===== src/rtl/uk101_pkg.sv =====
// Shared constants and types for the UK101 text-file loader path.
package uk101_pkg;

  localparam logic [7:0] ASCII_CR        = 8'h0D;
  localparam logic [7:0] ASCII_LF        = 8'h0A;
  localparam logic [7:0] TXT_IOCTL_INDEX = 8'd0;

  typedef enum logic [1:0] {
    IDLE    = 2'd0,
    PRESENT = 2'd1,
    GAP     = 2'd2
  } feeder_state_e;

  // A gap of zero cycles would underflow the counter load, so it is raised to one.
  function automatic int gap_floor(input int gap);
    return (gap < 1) ? 1 : gap;
  endfunction

endpackage


===== src/rtl/uk101_byte_fifo.sv =====
// Synchronous byte FIFO feeding the ACIA text path; flush overrides push and pop.
module uk101_byte_fifo
  import uk101_pkg::*;
#(
  parameter int DEPTH = 16
) (
  input  logic                   clk_sys,
  input  logic                   reset,
  input  logic                   push,
  input  logic                   pop,
  input  logic                   flush,
  input  logic [7:0]             din,
  output logic [7:0]             dout,
  output logic [$clog2(DEPTH):0] count,
  output logic                   full,
  output logic                   empty
);

  localparam int AW = $clog2(DEPTH);
  localparam logic [AW:0] FULL_CNT = (AW + 1)'(DEPTH);

  logic [7:0]    mem_q [DEPTH];
  logic [AW-1:0] wr_ptr_q, wr_ptr_d;
  logic [AW-1:0] rd_ptr_q, rd_ptr_d;
  logic [AW:0]   count_q, count_d;
  logic          push_ok, pop_ok;

  assign full    = (count_q == FULL_CNT);
  assign empty   = (count_q == '0);
  assign count   = count_q;
  assign dout    = mem_q[rd_ptr_q];
  assign push_ok = push & ~full & ~flush;
  assign pop_ok  = pop & ~empty & ~flush;

  always_comb begin
    wr_ptr_d = wr_ptr_q;
    rd_ptr_d = rd_ptr_q;
    count_d  = count_q;
    if (flush) begin
      wr_ptr_d = '0;
      rd_ptr_d = '0;
      count_d  = '0;
    end else begin
      if (push_ok) wr_ptr_d = wr_ptr_q + 1'b1;
      if (pop_ok)  rd_ptr_d = rd_ptr_q + 1'b1;
      case ({push_ok, pop_ok})
        2'b10:   count_d = count_q + 1'b1;
        2'b01:   count_d = count_q - 1'b1;
        default: count_d = count_q;
      endcase
    end
  end

  // NOTE: storage is not reset; count and pointers alone define what is valid.
  always_ff @(posedge clk_sys) begin
    if (push_ok) mem_q[wr_ptr_q] <= din;
  end

  // NOTE: state updates use non-blocking assignment so every register samples pre-edge values.
  always_ff @(posedge clk_sys or posedge reset) begin
    if (reset) begin
      wr_ptr_q <= '0;
      rd_ptr_q <= '0;
      count_q  <= '0;
    end else begin
      wr_ptr_q <= wr_ptr_d;
      rd_ptr_q <= rd_ptr_d;
      count_q  <= count_d;
    end
  end

endmodule


===== src/rtl/uk101_ioctl_txt_feeder.sv =====
// Buffers an ASCII file from the HPS ioctl download and paces it into the UK101 ACIA receiver.
module uk101_ioctl_txt_feeder
  import uk101_pkg::*;
#(
  parameter int FIFO_DEPTH = 16,
  parameter int CHAR_GAP   = 48000,
  parameter int LINE_GAP   = 960000
) (
  input  logic       clk_sys,
  input  logic       reset,
  input  logic       enable,
  input  logic       ioctl_download,
  input  logic       ioctl_wr,
  input  logic [7:0] ioctl_index,
  input  logic [7:0] ioctl_dout,
  output logic       ioctl_wait,
  output logic [7:0] rx_data,
  output logic       rx_valid,
  input  logic       rx_ack,
  output logic       busy,
  output logic       overflow
);

  localparam int CW       = $clog2(FIFO_DEPTH) + 1;
  localparam int CHAR_EFF = gap_floor(CHAR_GAP);
  localparam int LINE_EFF = gap_floor(LINE_GAP);
  localparam int GAP_MAX  = (CHAR_EFF > LINE_EFF) ? CHAR_EFF : LINE_EFF;
  localparam int GAP_W    = ($clog2(GAP_MAX) < 1) ? 1 : $clog2(GAP_MAX);

  localparam logic [GAP_W-1:0] CHAR_LOAD  = GAP_W'(CHAR_EFF - 1);
  localparam logic [GAP_W-1:0] LINE_LOAD  = GAP_W'(LINE_EFF - 1);
  localparam logic [CW-1:0]    WAIT_LEVEL = CW'(FIFO_DEPTH - 1);

  feeder_state_e    state_q, state_d;
  logic [7:0]       rx_data_q, rx_data_d;
  logic             rx_valid_q, rx_valid_d;
  logic [GAP_W-1:0] gap_cnt_q, gap_cnt_d;
  logic             overflow_q, overflow_d;
  logic             wait_q, wait_d;
  logic             dl_q, en_q;

  logic [7:0]    fifo_dout;
  logic [CW-1:0] fifo_count;
  logic          fifo_full, fifo_empty;

  logic accept, push, pop, dl_rise, en_fall, flush;

  assign accept  = ioctl_download & ioctl_wr & enable & (ioctl_index == TXT_IOCTL_INDEX);
  assign push    = accept & (ioctl_dout != ASCII_LF);
  assign dl_rise = ioctl_download & ~dl_q & enable;
  assign en_fall = en_q & ~enable;
  assign flush   = dl_rise | en_fall;
  assign pop     = (state_q == IDLE) & ~fifo_empty & ~flush;

  uk101_byte_fifo #(
    .DEPTH (FIFO_DEPTH)
  ) u_fifo (
    .clk_sys (clk_sys),
    .reset   (reset),
    .push    (push),
    .pop     (pop),
    .flush   (flush),
    .din     (ioctl_dout),
    .dout    (fifo_dout),
    .count   (fifo_count),
    .full    (fifo_full),
    .empty   (fifo_empty)
  );

  // NOTE: every always_comb output gets a default first so no latch is inferred.
  always_comb begin
    state_d    = state_q;
    rx_data_d  = rx_data_q;
    rx_valid_d = rx_valid_q;
    gap_cnt_d  = gap_cnt_q;
    if (flush) begin
      state_d    = IDLE;
      rx_valid_d = 1'b0;
    end else begin
      case (state_q)
        IDLE: begin
          if (!fifo_empty) begin
            rx_data_d  = fifo_dout;
            rx_valid_d = 1'b1;
            state_d    = PRESENT;
          end
        end
        PRESENT: begin
          if (rx_ack) begin
            rx_valid_d = 1'b0;
            gap_cnt_d  = (rx_data_q == ASCII_CR) ? LINE_LOAD : CHAR_LOAD;
            state_d    = GAP;
          end
        end
        GAP: begin
          if (gap_cnt_q == '0) state_d = IDLE;
          else                 gap_cnt_d = gap_cnt_q - 1'b1;
        end
        default: state_d = IDLE;
      endcase
    end
  end

  // A full FIFO drops the byte even if a pop frees a slot in the same cycle.
  always_comb begin
    overflow_d = overflow_q;
    if (dl_rise)                overflow_d = 1'b0;
    else if (push && fifo_full) overflow_d = 1'b1;
  end

  assign wait_d = (fifo_count >= WAIT_LEVEL);

  always_ff @(posedge clk_sys or posedge reset) begin
    if (reset) begin
      state_q    <= IDLE;
      rx_data_q  <= 8'h00;
      rx_valid_q <= 1'b0;
      gap_cnt_q  <= '0;
      overflow_q <= 1'b0;
      wait_q     <= 1'b0;
      dl_q       <= 1'b0;
      en_q       <= 1'b0;
    end else begin
      state_q    <= state_d;
      rx_data_q  <= rx_data_d;
      rx_valid_q <= rx_valid_d;
      gap_cnt_q  <= gap_cnt_d;
      overflow_q <= overflow_d;
      wait_q     <= wait_d;
      dl_q       <= ioctl_download;
      en_q       <= enable;
    end
  end

  assign ioctl_wait = wait_q;
  assign rx_data    = rx_data_q;
  assign rx_valid   = rx_valid_q;
  assign overflow   = overflow_q;
  assign busy       = ioctl_download | ~fifo_empty | (state_q != IDLE);

endmodule


===== config.mk =====
export PLATFORM = sky130hd
export DESIGN_NAME = uk101_ioctl_txt_feeder
export DESIGN_NICKNAME = d
export VERILOG_FILES = /design/src/rtl/uk101_pkg.sv /design/src/rtl/uk101_byte_fifo.sv /design/src/rtl/uk101_ioctl_txt_feeder.sv
export SDC_FILE = /design/constraint.sdc
export NUM_CORES = 1
export LEC_CHECK = 0
export CORE_UTILIZATION = 62
export CTS_CLUSTER_SIZE = 40
export DETAILED_ROUTE_END_ITERATION = 8
export GPL_TIMING_DRIVEN = 1
export HOLD_SLACK_MARGIN = 0.06
export PLACE_DENSITY = 0.81
export SYNTH_ARGS = -nofsm -noshare
export SYNTH_HDL_FRONTEND = slang
export SYNTH_HIERARCHICAL = 1
export SYNTH_SLANG_ARGS = --single-unit

===== constraint.sdc =====
create_clock -name clk_sys -period 9.6 [get_ports clk_sys]
set_clock_uncertainty 0.1 [all_clocks]
set_input_delay 1.92 -clock clk_sys [delete_from_list [all_inputs] [get_ports clk_sys]]
set_output_delay 1.92 -clock clk_sys [all_outputs]
set_load 0.01 [all_outputs]

==> impl_metrics.csv, run 1 <==
group,metric,value,unit
power_and_ir_drop,internal-power,1316,uW
power_and_ir_drop,power,1729,uW
drt,wire_per_inst,23.41,microns
sta,hold_viol,0,
synth,synthAdderAreaFrac,0.01837,
global_route,grt_usage,0.2694,
drt,dr.pass1.iters,7,
cts,numCtsBuffers,17,
die,die_h,114.9,microns
synth,synth_top_area_cell,"edfxtp_1",
cts,cts_post_setup_buffers_inserted,0,
synth,yosys.area.top_type_share,0.4865,
die,core,0.01221,sq mm
synth,synth.distinct_cells,70,
synth,synth-compound-area-share,0.06224,
synth,syn_area_per_cell,16.22,sq um
power_and_ir_drop,p_sw_frac,0.2387,
synth,yosys.area_share.simple,0.09170,
sta,finalSetupViolations,0,
run,max_cap_viol_count,0,
synth,ys.flop_type,"edfxtp_1",
global_route,grt_max_degree,35,
cts,clk_latency,430,ps
finish,finalInstanceArea,0.008914,sq mm
power_and_ir_drop,p_sw,412.6,uW
global_route,gr-total-overflow,0,
placement,dp_cells,670,
synth,syn_nets,520,
synth,synth_most_common_cell,"edfxtp_1",
drt,drcViolationCount,0,
global_route,antenna_found_initial,0,
finish,drive_gt1_frac,0.1330,
worst_hold_path,hp-class,"flip-flop to flip-flop",
worst_setup_path,critPathKind,"input pin to flip-flop",
drt,drt-total-wl,16430,microns
worst_setup_path,worstReg2RegStart,"dl_q",
placement,portBuffers,33,
sta,tightest_slew,1166,ps
global_route,grt_pass1_vias,4562,
cts,postCtsHoldBufs,0,
power_and_ir_drop,pwr-share-comb,0.089,
die,io_pins,34,
sta,rsz0062_at_grt,"false",
synth,syn_inst,487,
synth,yosysWarnings,6,
worst_setup_path,critical_path_peak_fanout,26,
global_route,grt_pass1_wl,25300,microns
synth,synth_top_family_by_area,"multiplexers",
worst_setup_path,worstPathArrival,6310,ps
die,die_area,0.01320,sq mm
sta,clock.fmax,164.4,MHz
finish,diodes,0,
die,start_util,0.6469,
synth,netlist_area,0.007900,sq mm
power_and_ir_drop,powerDensity,193.9,mW/mm^2
cts,numClockSinks,176,
sta,relSlewSlack,0.2211,
cts,path_clk_slew,70,ps
finish,finalNetCount,554,
die,die_w,114.9,microns
finish,fin_cells,702,
power_and_ir_drop,clkPwrFrac,0.387,
die,core.rowCount,40,
sta,drv_slew,0,
drt,vias,4702,
sta,min_period_over_period,0.6337,
power_and_ir_drop,seqPwrFrac,0.524,
finish,area_growth,12.83,%
synth,ys_seq_area_frac,0.6386,
worst_setup_path,crit_path_start,"enable",
placement,place_ws,3135,ps
synth,synth_commonest_cells,"128 x edfxtp_1, 48 x dfrtp_1, 40 x nor2_1",
worst_setup_path,cp-start-kind,"input pin",
synth,synthXorXnorAreaFrac,0.006652,
cts,clockBufferDepth,2,
cts,htree_levels,4,
sta,tns,0,ps
worst_setup_path,endpoint_kind,"flip-flop",
placement,gp_congestion,0.8562,
synth,synth_edf_count,128,
synth,synth_mux_area_frac,0.1530,
synth,synth_area_leaders,"edfxtp_1 49%, dfrtp_1 15%, mux4_1 11%",
synth,ys_async_sr_fraction,0.2727,
worst_setup_path,required,9830,ps
sta,period_needed,6084,ps
placement,dpl-instance-area,0.008334,sq mm
drt,drtIter0Drc,645,
synth,ys_ff_latch,176,
power_and_ir_drop,peakVddDrop,0.1445,mV
power_and_ir_drop,p_leak,0.003160,uW
drt,routed_via_density,6.698,
sta,layout_setup_ws,3516,ps
drt,postRouteAntennaNets,0,
cts,post_cts_resized,0,
placement,dp_hpwl,10620,microns
worst_hold_path,hold_start,"gap_cnt_q[18]",
outcome,status,"finished clean",
cts,cts_tree,"yes",
cts,clock-root-buffer,"clkbuf_16",
routing by layer:
metal	vias to the layer above	track usage	wire length, microns
li1	2022	-	-
met1	2405	0.3559	6449
met2	239	0.4530	8575
met3	36	0.05482	1175
met4	0	0.08918	232
met5	-	0	0
stage by stage:
step / utilization / hold WS (ps)
floorplan: - / 372.7
global placement: 0.6825 / 390.5
detailed placement: 0.6825 / 398.3
CTS: 0.7299 / 417.7
global route: 0.7299 / 436.0
finish: 0.7299 / 418.1
power by group through the flow:
stage                     logic [uW]  clock network, uW  registers (uW)
after floorplan                 77.5                  0             918
after global placement           146                  0             916
after detailed placement         152                  0             920
after CTS                        154                675             905
after global routing             169                704             911
final                            154                669             905
area by class of cell:
type | instances | area [sq um]
multi-input combinational | 269 | 2629
fill | 750 | 3298
inverter | 16 | 60.06
clock buffer | 18 | 429.2
sequential | 176 | 5045
tap | 168 | 210.2
clock inverter | 14 | 150.1
timing repair buffer | 41 | 390.4
layout by cell type (no fill, tap or decap), types with 9 or more instances in the layout:
cell type / instances
edfxtp_1: 128
dfrtp_1: 48
nor2_1: 40
clkdlybuf4s50_1: 33
mux4_1: 32
clkbuf_16: 17
inv_1: 15
a21oi_1: 13
nand2_1: 11
o21ai_0: 11
nor3_1: 10
ha_1: 10
mux2_4: 9
sequential cells by signal, summed over array words and instances (netlist names):
name	count
ioctl_wait	1
overflow	1
en_q	1
u_fifo/mem_q	128
gap_cnt_q	20
rx_data	8
u_fifo/count	5
state_q	2
dl_q	1
u_fifo/rd_ptr_q	4
rx_valid	1
u_fifo/wr_ptr_q	4
worst paths after layout:
kind / end / slack (ps) / cells past startpoint
max in group asynchronous: gap_cnt_q[10] / 7220 / 3
min in group asynchronous: ioctl_wait / 1570 / 2
hold / removal: gap_cnt_q[18] / 420 / 1
hold reg to reg: gap_cnt_q[18] / 420 / 1
setup reg to reg: u_fifo/count[4] / 5180 / 12
setup / recovery: u_fifo/count[4] / 3520 / 13
logic make-up after synthesis:
| family | after synthesis |
|---|---|
| flip-flops | 176 |
| XOR/XNOR | 6 |
| buffers and inverters | 42 |
| AO/OA/AOI/OAI | 69 |
| multiplexers | 54 |
| adder cells (fa/ha/maj) | 11 |
| AND/OR/NAND/NOR | 129 |
worst max-delay path, cell delays in order:
cell	delay (ps)
clkdlybuf4s50_1	460
and3b_1	250
or2_1	500
or4_1	810
inv_1	390
o21ai_0	270
or3b_1	440
inv_1	120
ha_1	280
nor2b_1	170
o22a_1	220
a211o_1	290
a31oi_1	190
Power figures use the tool's default switching activity.
==> run 2, diff against run 1 <==
- CORE_UTILIZATION: 62 -> 60
- PLACE_DENSITY: 0.81 -> 0.79
- clock period: 9.6 -> 6 ns (I/O delays scaled with it)
==> run 2 against run 1 <==
Against the previous run: worst setup slack got worse by 2500 ps; wire length fell by 0.28%; first-iteration DRC count fell by 29%; utilization fell by 2.8 points; cell area rose by 0.15%.
==> impl_metrics.csv, run 2 (same netlist as run 1, synthesis figures left out) <==
group,metric,value,unit
worst_setup_path,cp-start-kind,"input pin",
sta,relSlewSlack,0.2259,
die,start_util,0.6210,
global_route,gr-total-overflow,0,
finish,nFillCells,822,
worst_setup_path,critical_path_peak_fanout,10,
die,core.rowCount,41,
drt,postRouteAntennaNets,0,
power_and_ir_drop,internal-power,2106,uW
worst_hold_path,hp-class,"flip-flop to flip-flop",
worst_setup_path,worstPathArrival,5200,ps
power_and_ir_drop,p_leak,0.003183,uW
die,die_h,116.7,microns
sta,drv_slew,0,
finish,area_growth,13.00,%
sta,min_period_over_period,0.8257,
worst_setup_path,required,6250,ps
cts,numCtsBuffers,17,
global_route,grt_pass1_wl,25390,microns
cts,clk_latency,430,ps
die,core,0.01272,sq mm
drt,drtIter0Drc,459,
cts,postCtsHoldBufs,0,
global_route,antenna_found_initial,0,
drt,dr.pass1.iters,5,
finish,finalNetCount,556,
worst_setup_path,cp_cell_sequence,"clkdlybuf4s50_1 > and3b_1 > or2_1 > or4_1 > inv_1 > o21ai_0 > or3b_1 > inv_1 > ha_1 > nor2b_1 > o22a_1 > a211o_1 > a31oi_1",
sta,finalSetupViolations,0,
finish,diodes,0,
die,die_area,0.01363,sq mm
drt,drcViolationCount,0,
finish,drive_gt1_frac,0.1381,
power_and_ir_drop,powerDensity,310.8,mW/mm^2
worst_setup_path,critPathKind,"input pin to flip-flop",
sta,rsz0062_at_grt,"false",
global_route,grt_pass1_vias,4605,
sta,holdWs,416.8,ps
cts,cts_post_setup_buffers_inserted,0,
power_and_ir_drop,p_sw_frac,0.2410,
cts,path_clk_slew,70,ps
drt,drt-total-wl,16390,microns
worst_setup_path,slowest_stage,"or4_1",
sta,hold_viol,0,
power_and_ir_drop,p_sw,668.5,uW
power_and_ir_drop,pwr-share-comb,0.089,
worst_setup_path,crit_buf_inv,3,
run,max_cap_viol_count,0,
worst_setup_path,r2r_slack,1740,ps
cts,clock-root-buffer,"clkbuf_16",
placement,gp_congestion,0.8073,
die,io_pins,34,
worst_setup_path,worstReg2RegStart,"u_fifo/count[4]",
worst_setup_path,worst_r2r_endpoint,"u_fifo/count[4]",
power_and_ir_drop,clkPwrFrac,0.388,
power_and_ir_drop,seqPwrFrac,0.523,
cts,clockBufferDepth,2,
worst_setup_path,rr_worst_depth,13,
worst_hold_path,hold_start,"overflow",
drt,vias,4580,
finish,finish.utilization,0.7017,
worst_setup_path,cp_top_family,"simple AND/OR/NAND/NOR gates",
drt,wire_per_inst,23.14,microns
finish,largest_register_ffs,128,
cts,numClockSinks,176,
outcome,status,"finished clean",
cts,post_cts_resized,0,
sta,tightest_slew,1157,ps
sta,tns,0,ps
cts,cts_tree,"yes",
placement,portBuffers,33,
die,die_w,116.7,microns
worst_setup_path,cp_slowest_stage_delay,720,ps
worst_setup_path,endpoint_kind,"flip-flop",
placement,dp_hpwl,10140,microns
sta,clock.fmax,201.8,MHz
cts,htree_levels,4,
sta,period_needed,4954,ps
worst_hold_path,holdPathStages,2,
finish,layout_commonest_cell,"edfxtp_1",
worst_hold_path,hold_end,"overflow",
drt,routed_via_density,6.469,
finish,most-common-layout-cells,"128 x edfxtp_1, 48 x dfrtp_1, 40 x nor2_1, 33 x clkdlybuf4s50_1, 32 x mux4_1",
global_route,grt_max_degree,36,
power_and_ir_drop,peakVddDrop,0.2454,mV
global_route,grt_usage,0.2673,
worst_setup_path,crit_top_cell,"inv_1",
finish,regMostFlops,"u_fifo/mem_q",
-- run 2: cell count changes in the layout (fill, tap and decap cells not counted), sizes merged --
| cell | change |
|---|---|
| buf | +2 |
| clkbuf | -1 |
| clkinv | +1 |
| clkinvlp | -3 |
| inv | +3 |
-- run 2: through the flow --
stage / instance area (sq um) / power, uW / worst slack, ps / instances
finish: 8927 / 2774 / 1046 / 708
global route: 8927 / 2872 / 875.8 / 708
CTS: 8927 / 2792 / 1093 / 708
detailed placement: 8354 / 1721 / 686.3 / 676
global placement: 8354 / 1701 / 827.2 / 676
floorplan: 7900 / 1593 / 1405 / 487
-- run 2: per-layer routing --
| layer | global-route usage | wire (microns) | vias to the layer above |
|---|---|---|---|
| met5 | 0 | 0 | - |
| met4 | 0.1165 | 471 | 0 |
| met3 | 0.07628 | 1037 | 38 |
| met2 | 0.4536 | 8503 | 182 |
| met1 | 0.3209 | 6374 | 2334 |
| li1 | - | - | 2026 |
-- run 2: how the worst max path moves through the flow --
stage	from	end	slack (ps)	depth (start not counted)
2_1_floorplan	enable	u_fifo/count[4]	1400	15
3_3_place_gp	enable	u_fifo/count[4]	830	13
3_5_place_dp	enable	u_fifo/count[4]	690	13
4_1_cts	enable	u_fifo/count[4]	1090	13
5_1_grt	enable	u_fifo/count[4]	880	13
6_report	enable	u_fifo/count[4]	1050	13
-- run 2: final cells by class --
class	instances	area, sq um	area share
Timing Repair Buffer	43	405.4	0.04541
Clock inverter	15	147.6	0.01654
Sequential cell	176	5045	0.5651
Clock buffer	17	425.4	0.04765
Inverter	16	60.06	0.006727
Tap cell	172	215.2	0.02411
Multi-Input combinational cell	269	2629	0.2945
-- run 2: worst register-to-register path, delay by kind of cell (launching register included) --
family	cells	cell delay [ps]
and+or+nand+nor	4	1580
adders and majority gates	1	280
DFF	1	490
AOI/OAI and AO/OA	4	930
buffers and inverters	4	820
-- run 2: power groups by stage --
| stage | clock network [uW] | logic (uW) | registers, uW |
|---|---|---|---|
| 6_report | 1080 | 247 | 1450 |
| 5_1_grt | 1140 | 272 | 1460 |
| 3_5_place_dp | 0 | 247 | 1470 |
| 4_1_cts | 1090 | 249 | 1450 |
| 3_3_place_gp | 0 | 234 | 1470 |
| 2_1_floorplan | 0 | 124 | 1470 |
==> run 3, diff against run 2 <==
- clock period: 6 -> 4.8 ns (I/O delays scaled with it)
==> run 3 against run 2 <==
Against the previous run: critical path depth fell by 1; highest routed layer unchanged; via count rose by 0.76%; cell area rose by 2.1%; sequential cell count did not move.
==> impl_metrics.csv, run 3 (same netlist as run 1, synthesis figures left out) <==
group,metric,value,unit
outcome,status,"finished clean",
sta,relSlewSlack,0.4457,
worst_hold_path,hp-class,"flip-flop to flip-flop",
worst_setup_path,required,5040,ps
die,die_area,0.01363,sq mm
power_and_ir_drop,peakVddDrop,0.2392,mV
drt,vias,4615,
drt,wire_per_inst,22.25,microns
drt,drcViolationCount,0,
sta,rsz0062_at_grt,"false",
finish,nFillCells,807,
sta,period_needed,4150,ps
worst_setup_path,critical_path_peak_fanout,17,
finish,largest_register_ffs,128,
cts,htree_levels,4,
worst_setup_path,cp-start-kind,"input pin",
cts,postCtsHoldBufs,0,
finish,area_growth,15.38,%
drt,routed_via_density,6.331,
placement,dp_hpwl,10540,microns
power_and_ir_drop,powerDensity,384.1,mW/mm^2
cts,clockBufferDepth,2,
global_route,antenna_found_initial,0,
placement,gp_congestion,0.8325,
drt,dr.pass1.iters,5,
drt,drtIter0Drc,602,
global_route,grt_pass1_vias,4583,
cts,clock-root-buffer,"clkbuf_16",
cts,clk_latency,430,ps
sta,tns,0,ps
cts,path_clk_slew,70,ps
placement,portBuffers,33,
cts,numClockSinks,176,
run,max_cap_viol_count,0,
sta,layout_setup_ws,649.9,ps
sta,min_period_over_period,0.8646,
cts,cts_post_setup_buffers_inserted,0,
global_route,grt_max_degree,36,
global_route,grt_usage,0.2609,
finish,diodes,0,
cts,cts_tree,"yes",
worst_setup_path,critPathKind,"input pin to flip-flop",
die,die_w,116.7,microns
worst_setup_path,endpoint_kind,"flip-flop",
placement,place_ws,304.9,ps
die,core.rowCount,41,
die,core,0.01272,sq mm
finish,most-common-layout-cells,"128 x edfxtp_1, 48 x dfrtp_1, 40 x nor2_1, 33 x clkdlybuf4s50_1, 32 x mux4_1",
worst_setup_path,worstPathArrival,4390,ps
finish,drive_gt1_frac,0.1724,
cts,post_cts_resized,0,
sta,tightest_slew,831.4,ps
global_route,grt_pass1_wl,25400,microns
drt,drt-total-wl,16220,microns
sta,clock.fmax,241.0,MHz
sta,hold_viol,0,
sta,drv_slew,0,
power_and_ir_drop,p_leak,0.003302,uW
die,io_pins,34,
drt,postRouteAntennaNets,0,
finish,layout_commonest_cell,"edfxtp_1",
cts,numCtsBuffers,17,
die,start_util,0.6210,
finish,regMostFlops,"u_fifo/mem_q",
sta,finalSetupViolations,0,
finish,finalNetCount,577,
global_route,gr-total-overflow,0,
die,die_h,116.7,microns
[run 3: power breakdown]
part | leakage [uW] | switching, uW | internal (uW) | total (uW)
Clock | 0.000296 | 664 | 707 | 1370
Combinational | 0.00126 | 139 | 177 | 317
Sequential | 0.00175 | 88.0 | 1720 | 1810
[run 3: layer usage]
| metal | share of wire | track usage | routed length [microns] | up-vias |
|---|---|---|---|---|
| met5 | 0 | 0 | 0 | - |
| li1 | - | - | - | 2068 |
| met2 | 0.52 | 0.4331 | 8405 | 192 |
| met3 | 0.056 | 0.05708 | 903 | 24 |
| met1 | 0.41 | 0.3468 | 6663 | 2331 |
| met4 | 0.015 | 0.08354 | 247 | 0 |
[run 3: through the flow]
stage | cell area (sq um) | util | hold slack, ps | cells | power, uW
5_1_grt | 9115 | 0.7165 | 438.1 | 729 | 3621
3_3_place_gp | 8512 | 0.6691 | 389.2 | 697 | 2128
6_report | 9115 | 0.7165 | 411.7 | 729 | 3501
4_1_cts | 9115 | 0.7165 | 413.4 | 729 | 3517
3_5_place_dp | 8512 | 0.6691 | 393.7 | 697 | 2155
2_1_floorplan | 7900 | - | 372.7 | 487 | 1991
[run 3: cell type report]
class	instances	area, sq um	area share
sequential	176	5045	0.5535
multi-input combinational	269	2629	0.2884
timing repair buffer	64	563.0	0.06177
clock buffer	17	425.4	0.04667
tap	172	215.2	0.02361
clock inverter	15	177.7	0.01949
inverter	16	60.06	0.006589
[run 3: worst paths after layout]
check / slack (ps) / cells past startpoint / to / from
worst max-delay path: 650 / 12 / u_fifo/count[4] / ioctl_dout[4]
worst min-delay path: 410 / 2 / overflow / overflow
worst max register to register: 1090 / 13 / u_fifo/count[4] / u_fifo/count[4]
worst min register to register: 410 / 2 / overflow / overflow
max in group asynchronous: 3390 / 3 / rx_data[7] / reset
min in group asynchronous: 600 / 2 / ioctl_wait / reset
[run 3: critical path, stage by stage]
cell,delay [ps]
clkdlybuf4s50_1,700
nor4_1,620
buf_4,230
a2111oi_2,70
nand2_1,120
or3b_1,390
inv_1,120
ha_1,270
nor2b_1,170
o22a_1,230
a211o_1,280
a31oi_1,220
